--- src/rtl/signmag_conv_pipe_pkg.sv ---
// Shared types for the sign-magnitude converter: magnitude source selection
// used by the stage-2 datapath.
package signmag_conv_pipe_pkg;

  typedef enum logic [1:0] {
    MAG_PASS = 2'd0,
    MAG_NEG  = 2'd1,
    MAG_SAT  = 2'd2,
    MAG_MIN  = 2'd3
  } mag_sel_e;

  function automatic mag_sel_e mag_select(input logic sign, input logic is_min, input logic sat_en);
    mag_sel_e sel;
    if (!sign) begin
      sel = MAG_PASS;
    end else if (!is_min) begin
      sel = MAG_NEG;
    end else if (sat_en) begin
      sel = MAG_SAT;
    end else begin
      sel = MAG_MIN;
    end
    return sel;
  endfunction

endpackage

--- src/rtl/signmag_conv_pipe_if.sv ---
// Valid/ready stream bundle for the converter: two's-complement words in,
// sign + magnitude + saturation flag out.
interface signmag_conv_pipe_if #(
  parameter int WIDTH = 12
);
  logic             in_valid;
  logic             in_ready;
  logic [WIDTH-1:0] in_data;
  logic             out_valid;
  logic             out_ready;
  logic             out_sign;
  logic [WIDTH-1:0] out_mag;
  logic             out_sat;

  modport master (
    output in_valid, in_data, out_ready,
    input  in_ready, out_valid, out_sign, out_mag, out_sat
  );

  modport slave (
    input  in_valid, in_data, out_ready,
    output in_ready, out_valid, out_sign, out_mag, out_sat
  );
endinterface

--- src/rtl/signmag_conv_pipe_core.sv ---
// Combinational negate/saturate: turns a registered two's-complement word plus
// its most-negative flag into a magnitude and saturation flag.
module signmag_conv_pipe_core
  import signmag_conv_pipe_pkg::*;
#(
  parameter int WIDTH  = 12,
  parameter int SAT_EN = 1
) (
  input  logic [WIDTH-1:0] data,
  input  logic             is_min,
  output logic [WIDTH-1:0] mag,
  output logic             sat
);
  localparam logic [WIDTH-1:0] SAT_MAG = {1'b0, {(WIDTH-1){1'b1}}};
  localparam logic [WIDTH-1:0] MIN_MAG = {1'b1, {(WIDTH-1){1'b0}}};
  localparam logic [WIDTH-1:0] ONE     = WIDTH'(1);

  mag_sel_e sel;

  assign sel = mag_select(data[WIDTH-1], is_min, SAT_EN != 0);

  always_comb begin
    mag = data;
    sat = 1'b0;
    case (sel)
      MAG_PASS: mag = data;
      MAG_NEG:  mag = ~data + ONE;
      MAG_SAT: begin
        mag = SAT_MAG;
        sat = 1'b1;
      end
      MAG_MIN:  mag = MIN_MAG;
      default:  mag = data;
    endcase
  end

endmodule

--- src/rtl/signmag_conv_pipe.sv ---
// Two-stage valid/ready pipeline converting two's complement to sign-magnitude,
// with a sticky saturation-event counter on delivered words.
module signmag_conv_pipe
  import signmag_conv_pipe_pkg::*;
#(
  parameter int WIDTH  = 12,
  parameter int SAT_EN = 1,
  parameter int CNT_W  = 8
) (
  input  logic               clk,
  input  logic               rst_n,
  signmag_conv_pipe_if.slave bus,
  input  logic               clr_cnt,
  output logic [CNT_W-1:0]   sat_cnt
);
  localparam logic [CNT_W-1:0] CNT_MAX = '1;
  localparam logic [CNT_W-1:0] CNT_ONE = CNT_W'(1);

  logic             s1_valid_reg;
  logic [WIDTH-1:0] s1_data_reg;
  logic             s1_is_min_reg;

  logic             s2_valid_reg;
  logic             s2_sign_reg;
  logic [WIDTH-1:0] s2_mag_reg;
  logic             s2_sat_reg;

  logic [CNT_W-1:0] sat_cnt_reg;
  logic [CNT_W-1:0] sat_cnt_next;

  logic             s1_adv;
  logic             s2_adv;
  logic             out_xfer;
  logic [WIDTH-1:0] core_mag;
  logic             core_sat;

  // in_ready is combinational from out_ready: no skid buffer in front of stage 1.
  assign s2_adv   = !s2_valid_reg || bus.out_ready;
  assign s1_adv   = !s1_valid_reg || s2_adv;
  assign out_xfer = s2_valid_reg && bus.out_ready;

  assign bus.in_ready  = s1_adv;
  assign bus.out_valid = s2_valid_reg;
  assign bus.out_sign  = s2_sign_reg;
  assign bus.out_mag   = s2_mag_reg;
  assign bus.out_sat   = s2_sat_reg;
  assign sat_cnt       = sat_cnt_reg;

  always_ff @(posedge clk or negedge rst_n) begin
    if (!rst_n) begin
      s1_valid_reg  <= 1'b0;
      s1_data_reg   <= '0;
      s1_is_min_reg <= 1'b0;
    end else if (s1_adv) begin
      s1_valid_reg <= bus.in_valid;
      if (bus.in_valid) begin
        s1_data_reg   <= bus.in_data;
        s1_is_min_reg <= bus.in_data[WIDTH-1] && (bus.in_data[WIDTH-2:0] == '0);
      end
    end
  end

  signmag_conv_pipe_core #(
    .WIDTH  (WIDTH),
    .SAT_EN (SAT_EN)
  ) u_core (
    .data   (s1_data_reg),
    .is_min (s1_is_min_reg),
    .mag    (core_mag),
    .sat    (core_sat)
  );

  // Payload only loads with a real word; a passing bubble leaves it untouched.
  always_ff @(posedge clk or negedge rst_n) begin
    if (!rst_n) begin
      s2_valid_reg <= 1'b0;
      s2_sign_reg  <= 1'b0;
      s2_mag_reg   <= '0;
      s2_sat_reg   <= 1'b0;
    end else if (s2_adv) begin
      s2_valid_reg <= s1_valid_reg;
      if (s1_valid_reg) begin
        s2_sign_reg <= s1_data_reg[WIDTH-1];
        s2_mag_reg  <= core_mag;
        s2_sat_reg  <= core_sat;
      end
    end
  end

  always_comb begin
    sat_cnt_next = sat_cnt_reg;
    if (clr_cnt) begin
      sat_cnt_next = '0;
    end else if (out_xfer && s2_sat_reg && (sat_cnt_reg != CNT_MAX)) begin
      sat_cnt_next = sat_cnt_reg + CNT_ONE;
    end
  end

  always_ff @(posedge clk or negedge rst_n) begin
    if (!rst_n) begin
      sat_cnt_reg <= '0;
    end else begin
      sat_cnt_reg <= sat_cnt_next;
    end
  end

endmodule

--- src/flat_wrapper.sv ---
// flat-port wrapper written by rule: the top's interface ports become plain ports
module signmag_conv_pipe_flat import signmag_conv_pipe_pkg::*;
#(
  parameter int WIDTH  = 12,
  parameter int SAT_EN = 1,
  parameter int CNT_W  = 8
)
  (clk, rst_n, clr_cnt, sat_cnt, bus_in_valid, bus_in_data, bus_out_ready, bus_in_ready, bus_out_valid, bus_out_sign, bus_out_mag, bus_out_sat);
  signmag_conv_pipe_if #(.WIDTH(WIDTH)) bus_i ();
  input  logic clk;
  input  logic rst_n;
  input  logic clr_cnt;
  output logic [CNT_W-1:0] sat_cnt;
  input wire logic [$bits(bus_i.in_valid)-1:0] bus_in_valid;
  input wire logic [$bits(bus_i.in_data)-1:0] bus_in_data;
  input wire logic [$bits(bus_i.out_ready)-1:0] bus_out_ready;
  output wire logic [$bits(bus_i.in_ready)-1:0] bus_in_ready;
  output wire logic [$bits(bus_i.out_valid)-1:0] bus_out_valid;
  output wire logic [$bits(bus_i.out_sign)-1:0] bus_out_sign;
  output wire logic [$bits(bus_i.out_mag)-1:0] bus_out_mag;
  output wire logic [$bits(bus_i.out_sat)-1:0] bus_out_sat;
  assign bus_i.in_valid = bus_in_valid;
  assign bus_i.in_data = bus_in_data;
  assign bus_i.out_ready = bus_out_ready;
  assign bus_in_ready = bus_i.in_ready;
  assign bus_out_valid = bus_i.out_valid;
  assign bus_out_sign = bus_i.out_sign;
  assign bus_out_mag = bus_i.out_mag;
  assign bus_out_sat = bus_i.out_sat;
  signmag_conv_pipe #(.WIDTH(WIDTH), .SAT_EN(SAT_EN), .CNT_W(CNT_W)) u_core (.clk(clk), .rst_n(rst_n), .bus(bus_i), .clr_cnt(clr_cnt), .sat_cnt(sat_cnt));
endmodule
--- config.mk ---
export PLATFORM = sky130hd
export DESIGN_NAME = signmag_conv_pipe_flat
export DESIGN_NICKNAME = d
export VERILOG_FILES = /design/src/rtl/signmag_conv_pipe_pkg.sv /design/src/rtl/signmag_conv_pipe_if.sv /design/src/rtl/signmag_conv_pipe_core.sv /design/src/rtl/signmag_conv_pipe.sv /design/src/flat_wrapper.sv
export SDC_FILE = /design/constraint.sdc
export NUM_CORES = 1
export LEC_CHECK = 0
export ABC_AREA = 1
export CELL_PAD_IN_SITES_DETAIL_PLACEMENT = 1
export CELL_PAD_IN_SITES_GLOBAL_PLACEMENT = 1
export CORE_ASPECT_RATIO = 0.7
export CORE_UTILIZATION = 39
export DETAILED_ROUTE_END_ITERATION = 7
export PLACE_DENSITY = 0.95
export SLEW_MARGIN = 20
export SYNTH_ARGS = -nofsm -noshare
export SYNTH_HDL_FRONTEND = slang
export SYNTH_SLANG_ARGS = --single-unit
--- constraint.sdc ---
create_clock -name clk -period 3.2 [get_ports clk]
set_input_delay 0.64 -clock clk [delete_from_list [all_inputs] [get_ports clk]]
set_output_delay 0.64 -clock clk [all_outputs]
set_load 0.02 [all_outputs]
# == Yosys cells after proc, flatten, opt, wreduce, memory -nomap -nowiden ==
# Index checks and enable logic that the tools add are counted.
# op_classes
n_bitwise,1
eq_ne,4
mux,6
addsub,2
reduce_logical,13
# ops
op,n
$pmux W12 S4,1
$mux W8,2
$add A12 B1 Y12 const B,1
$not A12 Y12,1
$logic_not A11 Y1,1
$add A8 B1 Y8 const B,1
$ne A8 B8 Y1 const B,1
$eq A2 B2 Y1 const B,2
$logic_and A1 B1 Y1,4
$mux W2,2
$reduce_and A2 Y1,2
$eq A2 B1 Y1 const B,1
$logic_not A1 Y1,2
$logic_not A2 Y1,1
$logic_or A1 B1 Y1,2
$reduce_bool A2 Y1,1
$mux W1,1
# word_totals
word_cells,34
output_inout_bits,24
ff_bits,37
in_bits,17

# == Longest topological paths before layout ==
# logic_depth
depth_word,5
depth_mapped,8
depth_no_buf,8

# == Modules after synthesis ==
# From an unflattened synthesis, not the netlist that was laid out.
# unflattened
cells_unflattened,243
area_unflattened_um2,2005.7
# modules_own_cells
mod,seq_area_each_um2,area_each_um2,n_inst,cells_per_inst
signmag_conv_pipe,925.9,1645.3,1,167
signmag_conv_pipe_core,0.0,360.3,1,76

# == Worst setup path after synthesis ==
# OpenSTA, ideal clock, no wires.
# synth_path
path_type,input to register
start,input bus_out_ready
end,register u_core.s1_data_reg[9]
path_buffers,1
slack_ps,1641
t_arrival_ps,1432
setup_time_ps,126
required_time_ps,3074
cell_stages,7
path_cell_list,inv_1 -> nand3_1 -> nand2_1 -> buf_2 -> inv_1 -> nand2_1 -> o21ai_0
# synth_via
elab_chain_len,3
# synth_rtl
element,line,source
start: declaration,flat_wrapper.sv:16,input wire logic [$bits(bus_i.out_ready)-1:0] bus_out_ready;
$logic_or A1 B1 Y1,signmag_conv_pipe.sv:38,assign s2_adv = !s2_valid_reg || bus.out_ready;
$logic_or A1 B1 Y1,signmag_conv_pipe.sv:39,assign s1_adv = !s1_valid_reg || s2_adv;
net bus_in_ready,flat_wrapper.sv:17,output wire logic [$bits(bus_i.in_ready)-1:0] bus_in_ready;
$reduce_and A2 Y1 (no line),-,
end signal: assignment,signmag_conv_pipe.sv:57,s1_data_reg <= bus.in_data;
end: declaration,signmag_conv_pipe.sv:20,logic [WIDTH-1:0] s1_data_reg;
# The timed path passes the listed nets, and every way through them passes these cells.
# A chain may end at the register's enable or synchronous reset.

# == Worst setup path after layout ==
# layout_path
start,input bus_out_ready
end,output bus_in_ready
# layout_via
elab_chain_len,2
# layout_rtl
element,line
$logic_or A1 B1 Y1,signmag_conv_pipe.sv:38
$logic_or A1 B1 Y1,signmag_conv_pipe.sv:39
end: declaration,flat_wrapper.sv:17
# No other way between the ends.

==> impl_summary.txt <==
----------------------------------------------------
[Layout]
  Share of cells above drive strength 1 ... 5.71%
  Area delta synth->final ... 29.6%
  Non-filler instance count after layout ... 335
  Post-route core utilization ... 54.2%
  Total number of nets in the final design ... 299
  Count of antenna diodes in the layout ... 0
  Non-Filler Cell Area, Final ... 2430 um2

[Worst setup path]
  Critical path's largest stage delay ... 0.63 ns
  Cell with the biggest individual delay on the critical path ... clkdlybuf4s50_1
  Data required time of the critical path ... 2.56 ns
  Kind of critical path ... input pin to output port
  Most frequent CP cell ... clkdlybuf4s50_1
  Data arrival at the endpoint of the critical path ... 1.96 ns
  Category of the worst setup path capture point ... output port
  Setup crit start kind ... input pin
  Top fanout value on the critical path ... 3
  Cell-by-cell trace of the critical path ... clkdlybuf4s50_1 -> inv_1 -> nand3_1 -> clkdlybuf4s50_1

[Placement]
  Number of buffer cells added on primary ports ... 40
  Placed instance area ... 2330 um2
  Placed Instances ... 328
  Pre-CTS WS ... 0.613 ns
  Final weighted congestion of routability-driven global placement ... 0.823
  Detailed-placement wirelength estimate ... 3.61 mm

[Power and ir drop]
  P_sw ... 500 uW
  Total leakage power ... 1.17 nW
  Design internal power ... 979 uW
  Pwr/cell area ... 609 nW/um2
  Switching part of the total ... 33.8%
  Combinational fraction of design power ... 31.2%
  VDD IR max ... 0.220 mV
  Relative contribution of sequential cells to total power ... 42.3%
  Design Power ... 1.48 mW
  Clock power frac ... 26.5%

[Yosys]
  Number of distinct library cell variants in the gate-level netlist after synthesis ... 28
  Average cell area after synthesis ... 7.91 um2
  Cells after Synth ... 237
  Top cells by area in the synthesized netlist ... dfrtp_1, nand2_1, inv_1, o21ai_0, nor2_1
  Count of flip-flops with a built-in enable after synthesis ... 0
  Post-synthesis instance area ... 1880 um2
  Predominant post-synthesis flop cell ... dfrtp_1
  Leading cell types by count after synthesis ... nand2_1, dfrtp_1, inv_1
  Most common cell in the synthesized netlist ... nand2_1
  Proportion of register bits with asynchronous set or reset after synthesis ... 100%
  Synthesized Nets ... 256
  Portion of the post-synthesis area used by sequential elements ... 49.4%
  Number of storage elements in the synthesis netlist ... 37
  Number of synthesis warnings ... 0
  Largest area contributor in the synthesized netlist ... dfrtp_1
  Fraction of synthesized cell area taken by the top area cell type ... 49.4%

[Floorplanning]
  Core region area ... 4480 um2
  Full die area ... 5090 um2
  Top Ports ... 41
  Rows ... 20
  Die width ... 84.9 um
  Initial standard-cell utilization of the core ... 41.9%
  Chip Height ... 60.0 um

[STA]
  Hold_ws ... 0.493 ns
  Final period util ... 81.2%
  Least-Margin Pin Slew ... 0.529 ns
  Peak clock frequency supported by timing ... 0.385 GHz
  Clock Skews ... 0.00468 ns
  Unrepaired setup endpoints after global routing ... false
  Setup-violating endpoint count in the final report ... 0
  Worst-case setup margin in the final layout ... 0.600 ns
  Final hold viol count ... 0
  Min cycle time layout ... 2.60 ns
  Relative slew slack ... 64.7%
  Max-slew violation total from the final report ... 0
  Sum of negative setup slack ... 0 ns

[Clocking]
  Number of gates resized after CTS ... 0
  Worst skew pair latency ... 0.29 ns
  TritonCTS clock tree ... yes
  Clock slew seen by the registers of the worst setup and hold paths ... 0.07 ns
  Total number of clock tree sinks ... 37
  Clock root buffer ... clkbuf_8
  Maximum number of buffers from clock root to sink ... 2
  Num CTS Buffers ... 5
  Count of hold-fix buffers inserted at cts ... 0
  H-tree level count ... 2
  Post-CTS Setup Repair Bufs ... 0

[Hold path]
  Path class of the lowest-slack min-delay path ... flop to flop

[Run status]
  Outcome ... complete, but fails checks
  Failing checks ... design-rule violations

[Global route]
  Wire length of the first global-routing pass ... 8.25 mm
  Global routing usage summed across all routing layers ... 21.7%
  Number of global-route vias before repair ... 1705
  Antenna violations before repair ... 0
  Pin count of the biggest net entering global routing ... 38
  Final global-route overflow total ... 0

[Drt]
  Total wirelength of the detailed-routed design ... 4.88 mm
  Detailed-routing iteration count for the pre-antenna-repair pass ... 7
  Remaining design rule violation count ... 2
  Final antenna-violating net count ... 0
  Detailed-route wire length per cell ... 14.6 um
  Vias ... 1697
  Drt initial violations ... 116
  Via density per instance ... 5.07

[Job]
  Max capacitance violation total ... 0

----------------------------------------------------
==> cell type report <==
cell class	instances	area [um2]
multi-input combinational	167	818
inverter	28	105
sequential	37	926
clock buffer	5	68.8
timing repair buffer	41	408
clock inverter	2	35.0
tap	55	68.8
fill	547	2050
==> worst max-delay path, delay by kind of cell <==
kind          cells  cell delay, ns
buf+inv           3            1.17
simple gates      1            0.14
==> placed cells by master (no fill, tap or decap) <==
cell             count
nor3_1               1
o21ai_0             19
nor2_1              23
nand4_1              9
ha_1                 2
nand3b_1             3
a21oi_1              7
nand3_1             16
nor2_4               1
nor2_2               1
nand2_2              1
and2_1               1
buf_4                1
bufinv_16            1
o221ai_1             1
a21oi_4              1
nand2_1             70
or2_2                2
clkbuf_8             5
nor2_8               1
dfrtp_1             37
nor4_1               1
clkdlybuf4s50_1     40
inv_1               28
clkinv_2             1
o21bai_1             1
or3_1                1
xor2_1               3
nor3_2               1
a31oi_1              1
==> final timing paths <==
kind,slack [ns],cells after the start,end,start
worst min-delay path,0.49,2,u_core.s1_data_reg[0]$_DFFE_PN0P_,u_core.s1_data_reg[0]$_DFFE_PN0P_
worst max register to register,1.65,5,u_core.s1_data_reg[8]$_DFFE_PN0P_,u_core.bus.out_valid$_DFFE_PN0P_
worst min register to register,0.49,2,u_core.s1_data_reg[0]$_DFFE_PN0P_,u_core.s1_data_reg[0]$_DFFE_PN0P_
min in group asynchronous,0.76,2,u_core.s1_data_reg[3]$_DFFE_PN0P_,rst_n
worst max-delay path,0.60,4,bus_in_ready,bus_out_ready
max in group asynchronous,2.11,2,u_core.sat_cnt[6]$_DFFE_PN0P_,rst_n
==> routing by layer <==
layer,global-route usage [%],part of all wire [%],vias to the layer above
met1,30.6,51,812
met4,6.54,1.3,0
li1,-,-,851
met2,34.5,45,26
met5,0,0,-
met3,4.01,2.5,8
==> kinds of logic (layout without fill, tap and decap cells) <==
group / count (synthesis) / after routing / synth area share, %
adder cells (fa/ha/maj): 2 / 2 / 1.33
AO/OA/AOI/OAI: 30 / 30 / 9.01
AND/OR/NAND/NOR: 132 / 132 / 31.9
buffers and inverters: 33 / 76 / 7.00
XOR/XNOR: 3 / 3 / 1.40
flip-flops: 37 / 37 / 49.4
==> power by group through the flow <==
stage | Clock, mW | Sequential (mW) | Combinational (mW)
detailed placement | 0 | 0.633 | 0.461
floorplan | 0 | 0.692 | 0.183
global route | 0.414 | 0.639 | 0.509
global placement | 0 | 0.630 | 0.445
finish | 0.392 | 0.625 | 0.461
CTS | 0.395 | 0.625 | 0.466
No activity file was read; power rests on OpenSTA's default activity.
